`src/rtl/eth_rx_mac_filter.sv`:
```
// Destination-address filter for 64-bit AXI-Stream receive frames with one output register stage.
// Optional frame counters are built when ETH_RX_FILTER_STATS_EN is defined.
module eth_rx_mac_filter #(
    parameter int ACCEPT_BROADCAST = 1,
    parameter int ACCEPT_MULTICAST = 0
) (
    input  logic        clock,
    input  logic        reset,

    input  logic [63:0] s_axis_tdata,
    input  logic [7:0]  s_axis_tkeep,
    input  logic        s_axis_tvalid,
    output logic        s_axis_tready,
    input  logic        s_axis_tlast,
    input  logic        s_axis_tuser,

    output logic [63:0] m_axis_tdata,
    output logic [7:0]  m_axis_tkeep,
    output logic        m_axis_tvalid,
    input  logic        m_axis_tready,
    output logic        m_axis_tlast,
    output logic        m_axis_tuser,

    input  logic [47:0] cfg_local_mac,
    input  logic        cfg_promisc,

    output logic [31:0] stat_pass_count,
    output logic [31:0] stat_drop_count
);

    typedef enum logic [1:0] {
        HEAD,
        PASS,
        DROP
    } state_t;

    state_t state;
    state_t state_next;

    logic [47:0] dest_mac;
    logic        is_unicast_hit;
    logic        is_broadcast;
    logic        is_multicast;
    logic        is_runt;
    logic        head_accept;
    logic        beat_passes;
    logic        out_ready;
    logic        s_fire;
    logic        load;

    // Byte 0 on the wire sits in tdata[7:0] but is the MSB of the station address.
    assign dest_mac = {s_axis_tdata[7:0],   s_axis_tdata[15:8],  s_axis_tdata[23:16],
                       s_axis_tdata[31:24], s_axis_tdata[39:32], s_axis_tdata[47:40]};

    assign is_unicast_hit = (dest_mac == cfg_local_mac);
    assign is_broadcast   = (ACCEPT_BROADCAST != 0) && (dest_mac == 48'hffff_ffff_ffff);
    assign is_multicast   = (ACCEPT_MULTICAST != 0) && s_axis_tdata[0];
    assign is_runt        = s_axis_tlast && (s_axis_tkeep[5:0] != 6'h3f);
    assign head_accept    = !is_runt && (cfg_promisc || is_unicast_hit || is_broadcast || is_multicast);

    // Configuration only matters in HEAD; afterwards the decision lives in the state.
    assign beat_passes = (state == PASS) || ((state == HEAD) && head_accept);
    assign out_ready   = !m_axis_tvalid || m_axis_tready;

    // Dropped beats never touch the output stage, so they are swallowed without back-pressure.
    assign s_axis_tready = !reset && (beat_passes ? out_ready : 1'b1);
    assign s_fire        = s_axis_tvalid && s_axis_tready;
    assign load          = s_fire && beat_passes;

    // NOTE: sequential state uses non-blocking assignments so every register samples pre-edge values.
    always_ff @(posedge clock or posedge reset) begin
        if (reset) begin
            state <= HEAD;
        end else begin
            state <= state_next;
        end
    end

    // NOTE: the default is assigned before the case so no path leaves state_next unassigned (no latch).
    always_comb begin
        state_next = state;
        case (state)
            HEAD: begin
                if (s_fire && !s_axis_tlast) begin
                    state_next = head_accept ? PASS : DROP;
                end
            end
            PASS, DROP: begin
                if (s_fire && s_axis_tlast) begin
                    state_next = HEAD;
                end
            end
            default: state_next = HEAD;
        endcase
    end

    // Output register: loads only when empty or draining, so a stalled beat holds stable.
    always_ff @(posedge clock or posedge reset) begin
        if (reset) begin
            m_axis_tvalid <= 1'b0;
            m_axis_tdata  <= '0;
            m_axis_tkeep  <= '0;
            m_axis_tlast  <= 1'b0;
            m_axis_tuser  <= 1'b0;
        end else if (load) begin
            m_axis_tvalid <= 1'b1;
            m_axis_tdata  <= s_axis_tdata;
            m_axis_tkeep  <= s_axis_tkeep;
            m_axis_tlast  <= s_axis_tlast;
            m_axis_tuser  <= s_axis_tuser;
        end else if (m_axis_tready) begin
            m_axis_tvalid <= 1'b0;
        end
    end

`ifdef ETH_RX_FILTER_STATS_EN
    logic [31:0] pass_count;
    logic [31:0] drop_count;

    // Counters wrap naturally at 32 bits.
    always_ff @(posedge clock or posedge reset) begin
        if (reset) begin
            pass_count <= '0;
            drop_count <= '0;
        end else begin
            if (load && s_axis_tlast) begin
                pass_count <= pass_count + 32'd1;
            end
            if (s_fire && !beat_passes && s_axis_tlast) begin
                drop_count <= drop_count + 32'd1;
            end
        end
    end

    assign stat_pass_count = pass_count;
    assign stat_drop_count = drop_count;
`else
    assign stat_pass_count = 32'd0;
    assign stat_drop_count = 32'd0;
`endif

endmodule

```
`config.mk`:
```
export PLATFORM = sky130hd
export DESIGN_NAME = eth_rx_mac_filter
export DESIGN_NICKNAME = d
export VERILOG_FILES = /design/src/rtl/eth_rx_mac_filter.sv
export SDC_FILE = /design/constraint.sdc
export NUM_CORES = 1
export LEC_CHECK = 0
export ABC_AREA = 0
export ABC_CLOCK_PERIOD_IN_PS = 4900
export CELL_PAD_IN_SITES_DETAIL_PLACEMENT = 0
export CELL_PAD_IN_SITES_GLOBAL_PLACEMENT = 1
export CORE_MARGIN = 2
export CORE_UTILIZATION = 30
export CTS_CLUSTER_DIAMETER = 40
export CTS_CLUSTER_SIZE = 28
export DETAILED_ROUTE_END_ITERATION = 7
export PLACE_DENSITY_LB_ADDON = 0.2
export SYNTH_ARGS = -nofsm -noshare
export SYNTH_HDL_FRONTEND = slang
export SYNTH_SLANG_ARGS = --single-unit
```
`constraint.sdc`:
```
create_clock -name clock -period 4.9 [get_ports clock]
set_input_delay 0.735 -clock clock [delete_from_list [all_inputs] [get_ports clock]]
set_output_delay 0.735 -clock clock [all_outputs]
set_load 0.05 [all_outputs]
```
==> results.md <==
* Compound-gate portion of the synthesized area at 0.0218
* Synth Area in Adders at 0.00565
* PnR worst setup slack at 0.667 ns
* Most common cell after layout, fill and taps aside: clkdlybuf4s50_1
* Post-route setup TNS at 0 ns
* FF+latch area at between 1500 and 2000 sq um
* RSZ-0062 raised after global routing: no
* Setup Skew at about 0.0037 ns
* Avg Synthesized Cell Area at 12.5 sq um
* Initial antenna violation count at 1
* Worst Setup Start Kind: primary input
* Seq/Total Area, Yosys at 0.435
* Comb pwr share at 0.594
* Max FO, Critical Path at 3
* Detailed Route Iter0 Violations at 99
* Mapped Cells at about 350
* Final slew viol count at 0
* Main area contributors after synthesis: dfrtp_1 (44%), mux2_4 (17%), buf_4 (11%)
* Int Pwr at roughly 0.0023 W
* Leakage power at ~3.0 nW
* Worst Hold Launch: m_axis_tdata[59]
* Yosys warning count at 0
* Row cnt at 44
* GRT overflow at 0
* Final HPWL DP at approximately 11000 um
* Post-CTS Setup Bufs at 0
* Post-synth EDFFs at 0
* Crit end category: output port
* Reg-to-reg critical path startpoint: state[0]
* Syn Std Cell Area at around 4400 sq um
* IO buf count at just over 200
* Asr flop ratio synth at 1.00
* CP required at approximately 4.2 ns
* Final Cycle Share at 0.864
* Die ar. at about 16000 sq um
* Mux contribution to synthesized area at 0.232
* FMAX at 236 MHz
* All-layer global routing usage at 0.177
* Inserted Clock Buffers at 9
* Area of the multi-input gates at about 2200 sq um
* Crit path DAT at 3.50 ns
* Clock-pin slew on the worst setup and hold paths at around 0.05 ns
* Ys flop type: dfrtp_1
* Fin crit period at 4.23 ns
* Hold Vio Cnt, Final at 0
* Final ANT Viol Nets at 0
* Fillers at roughly 1400
* Sw frac at 0.463
* Sequential power share at 0.257
* Status: finished clean
* Later-pin clock latency in the skew report at 0.34 ns
* Worst IR drop on VDD at 280 uV
* Vias in the first global route at 3546
* Synth top area share at 0.435
* Clock sink count at 77
* CTS resizes at 0
* Routed wire length at about 14000 um
* Worst setup path startpoint: s_axis_tdata[2]
* Area leader, netlist: dfrtp_1
* Most frequent cells in the layout: clkdlybuf4s50_1 (202), dfrtp_1 (77), conb_1 (64)
* Core area at 14500 sq um
* Via Count at about 3400
* Root Driver: clkbuf_16
* Worst hold path type: register to register
* Max_cap viols at 0
* Post-CTS Hold Buffers at 0
* Kind of critical path: primary input to output port
* Area grow syn2layout at 51.1%
* Die Width at 125 um
* Pwr dens at about 650 nW/um^2
* Fraction of synthesized cell area in xor and xnor cells at 0.0949
* Initial Util at 0.306
* Final setup fails at 0
* Nets at between 600 and 700
* Post-route cell area at about 6700 sq um
* CTS tree: built
* Placement Cell Area at 6410 sq um
* Slew @ Worst Pin at between 1 and 1.5 ns
* Register bit count reported by yosys at 77
* Pwr Total at 0.00436 W
* Clock Path Buffers at 2
* First-pass GRT wire length at between 20000 and 25000 um
* Via density per instance at ~4.6
* Clock network power share at 0.149
* Main combinational cell family by area after synthesis: multiplexers
* WL/cell at between 15 and 20 um
* Sw power at just over 0.002 W
* Die height at about 130 um
* I/O pins at about 270
* Htree depth at 3
* Gp weighted congestion at 0.848
* Initial DRT Pass Iterations at 4
* Distinct cells, synth at 28
* Largest net degree at the start of global routing at ~80
* Post-Synth Simple-Gate Area at 0.0825
* Place WS at about 0.7 ns
* Residual DRC at 0
* Rel. slew slack at 0.326
* Layout cell share with drive strength beyond 1 at 0.162
==> registers in the layout (all words and copies together), names as in the netlist <==
signal         flops
m_axis_tdata      64
m_axis_tkeep       8
m_axis_tlast       1
m_axis_tuser       1
m_axis_tvalid      1
state              2
==> metal layers <==
metal | track usage | wire length (um)
met1 | 0.224 | 5880
met5 | 0 | 0
met4 | 0.0784 | 341
met2 | 0.286 | 6690
met3 | 0.0466 | 996
==> cells in the mapped netlist (all sizes together) (2+ instances only) <==
cell type  number
nor4           28
ha              2
o31a            2
nor2            7
inv             3
nand2           4
clkbuf          2
buf            70
xor2           48
o21ai           3
a21oi           3
nand4          19
dfrtp          77
mux2           74
nor2b           2
==> logic make-up after synthesis <==
| logic type | Yosys count |
|---|---|
| AO/OA/AOI/OAI | 14 |
| XOR/XNOR | 48 |
| adder cells (fa/ha/maj) | 2 |
| buffers and inverters | 75 |
| flip-flops | 77 |
| multiplexers | 75 |
| other | 1 |
| AND/OR/NAND/NOR | 62 |
==> critical path, cell delays in order <==
cell and delay, ns:
clkdlybuf4s50_1 0.52, xor2_1 0.23, nor4_1 0.29, nand4_1 0.19, nor4_2 0.59, o31a_1 0.20
nor2_1 0.04, clkdlybuf4s50_1 0.69
==> power groups by stage <==
stage / Sequential (W) / Combinational (W) / Clock, W
detailed placement: 0.00113 / 0.00260 / 0
floorplan: 0.00221 / 0.000667 / 0
finish: 0.00112 / 0.00259 / 0.000650
global route: 0.00117 / 0.00268 / 0.000706
CTS: 0.00112 / 0.00261 / 0.000675
global placement: 0.00112 / 0.00259 / 0
==> area by class of cell <==
| class | count | share of cell area |
|---|---|---|
| Clock inverter | 2 | 0.00524 |
| Antenna cell | 1 | 0.000374 |
| Inverter | 3 | 0.00187 |
| Tap cell | 184 | 0.0344 |
| Multi-Input combinational cell | 265 | 0.327 |
| Timing Repair Buffer | 204 | 0.306 |
| Clock buffer | 12 | 0.0368 |
| Sequential cell | 77 | 0.288 |
==> final timing paths <==
path,end,slack [ns],cells past startpoint
min in group asynchronous,m_axis_tvalid,1.06,3
hold / removal,m_axis_tdata[59],0.50,1
hold reg to reg,m_axis_tdata[59],0.50,1
setup / recovery,s_axis_tready,0.67,8
max in group asynchronous,m_axis_tdata[61],3.17,3
setup reg to reg,m_axis_tdata[62],2.03,7
==> metrics by stage <==
stage | hold WS (ns) | cells | utilization
6_report | 0.501 | 748 | 0.462
5_1_grt | 0.525 | 748 | 0.462
4_1_cts | 0.506 | 747 | 0.462
3_5_place_dp | 0.492 | 733 | 0.443
3_3_place_gp | 0.488 | 733 | 0.443
2_1_floorplan | 0.537 | 417 | -
(Power assumes the default switching activity.)
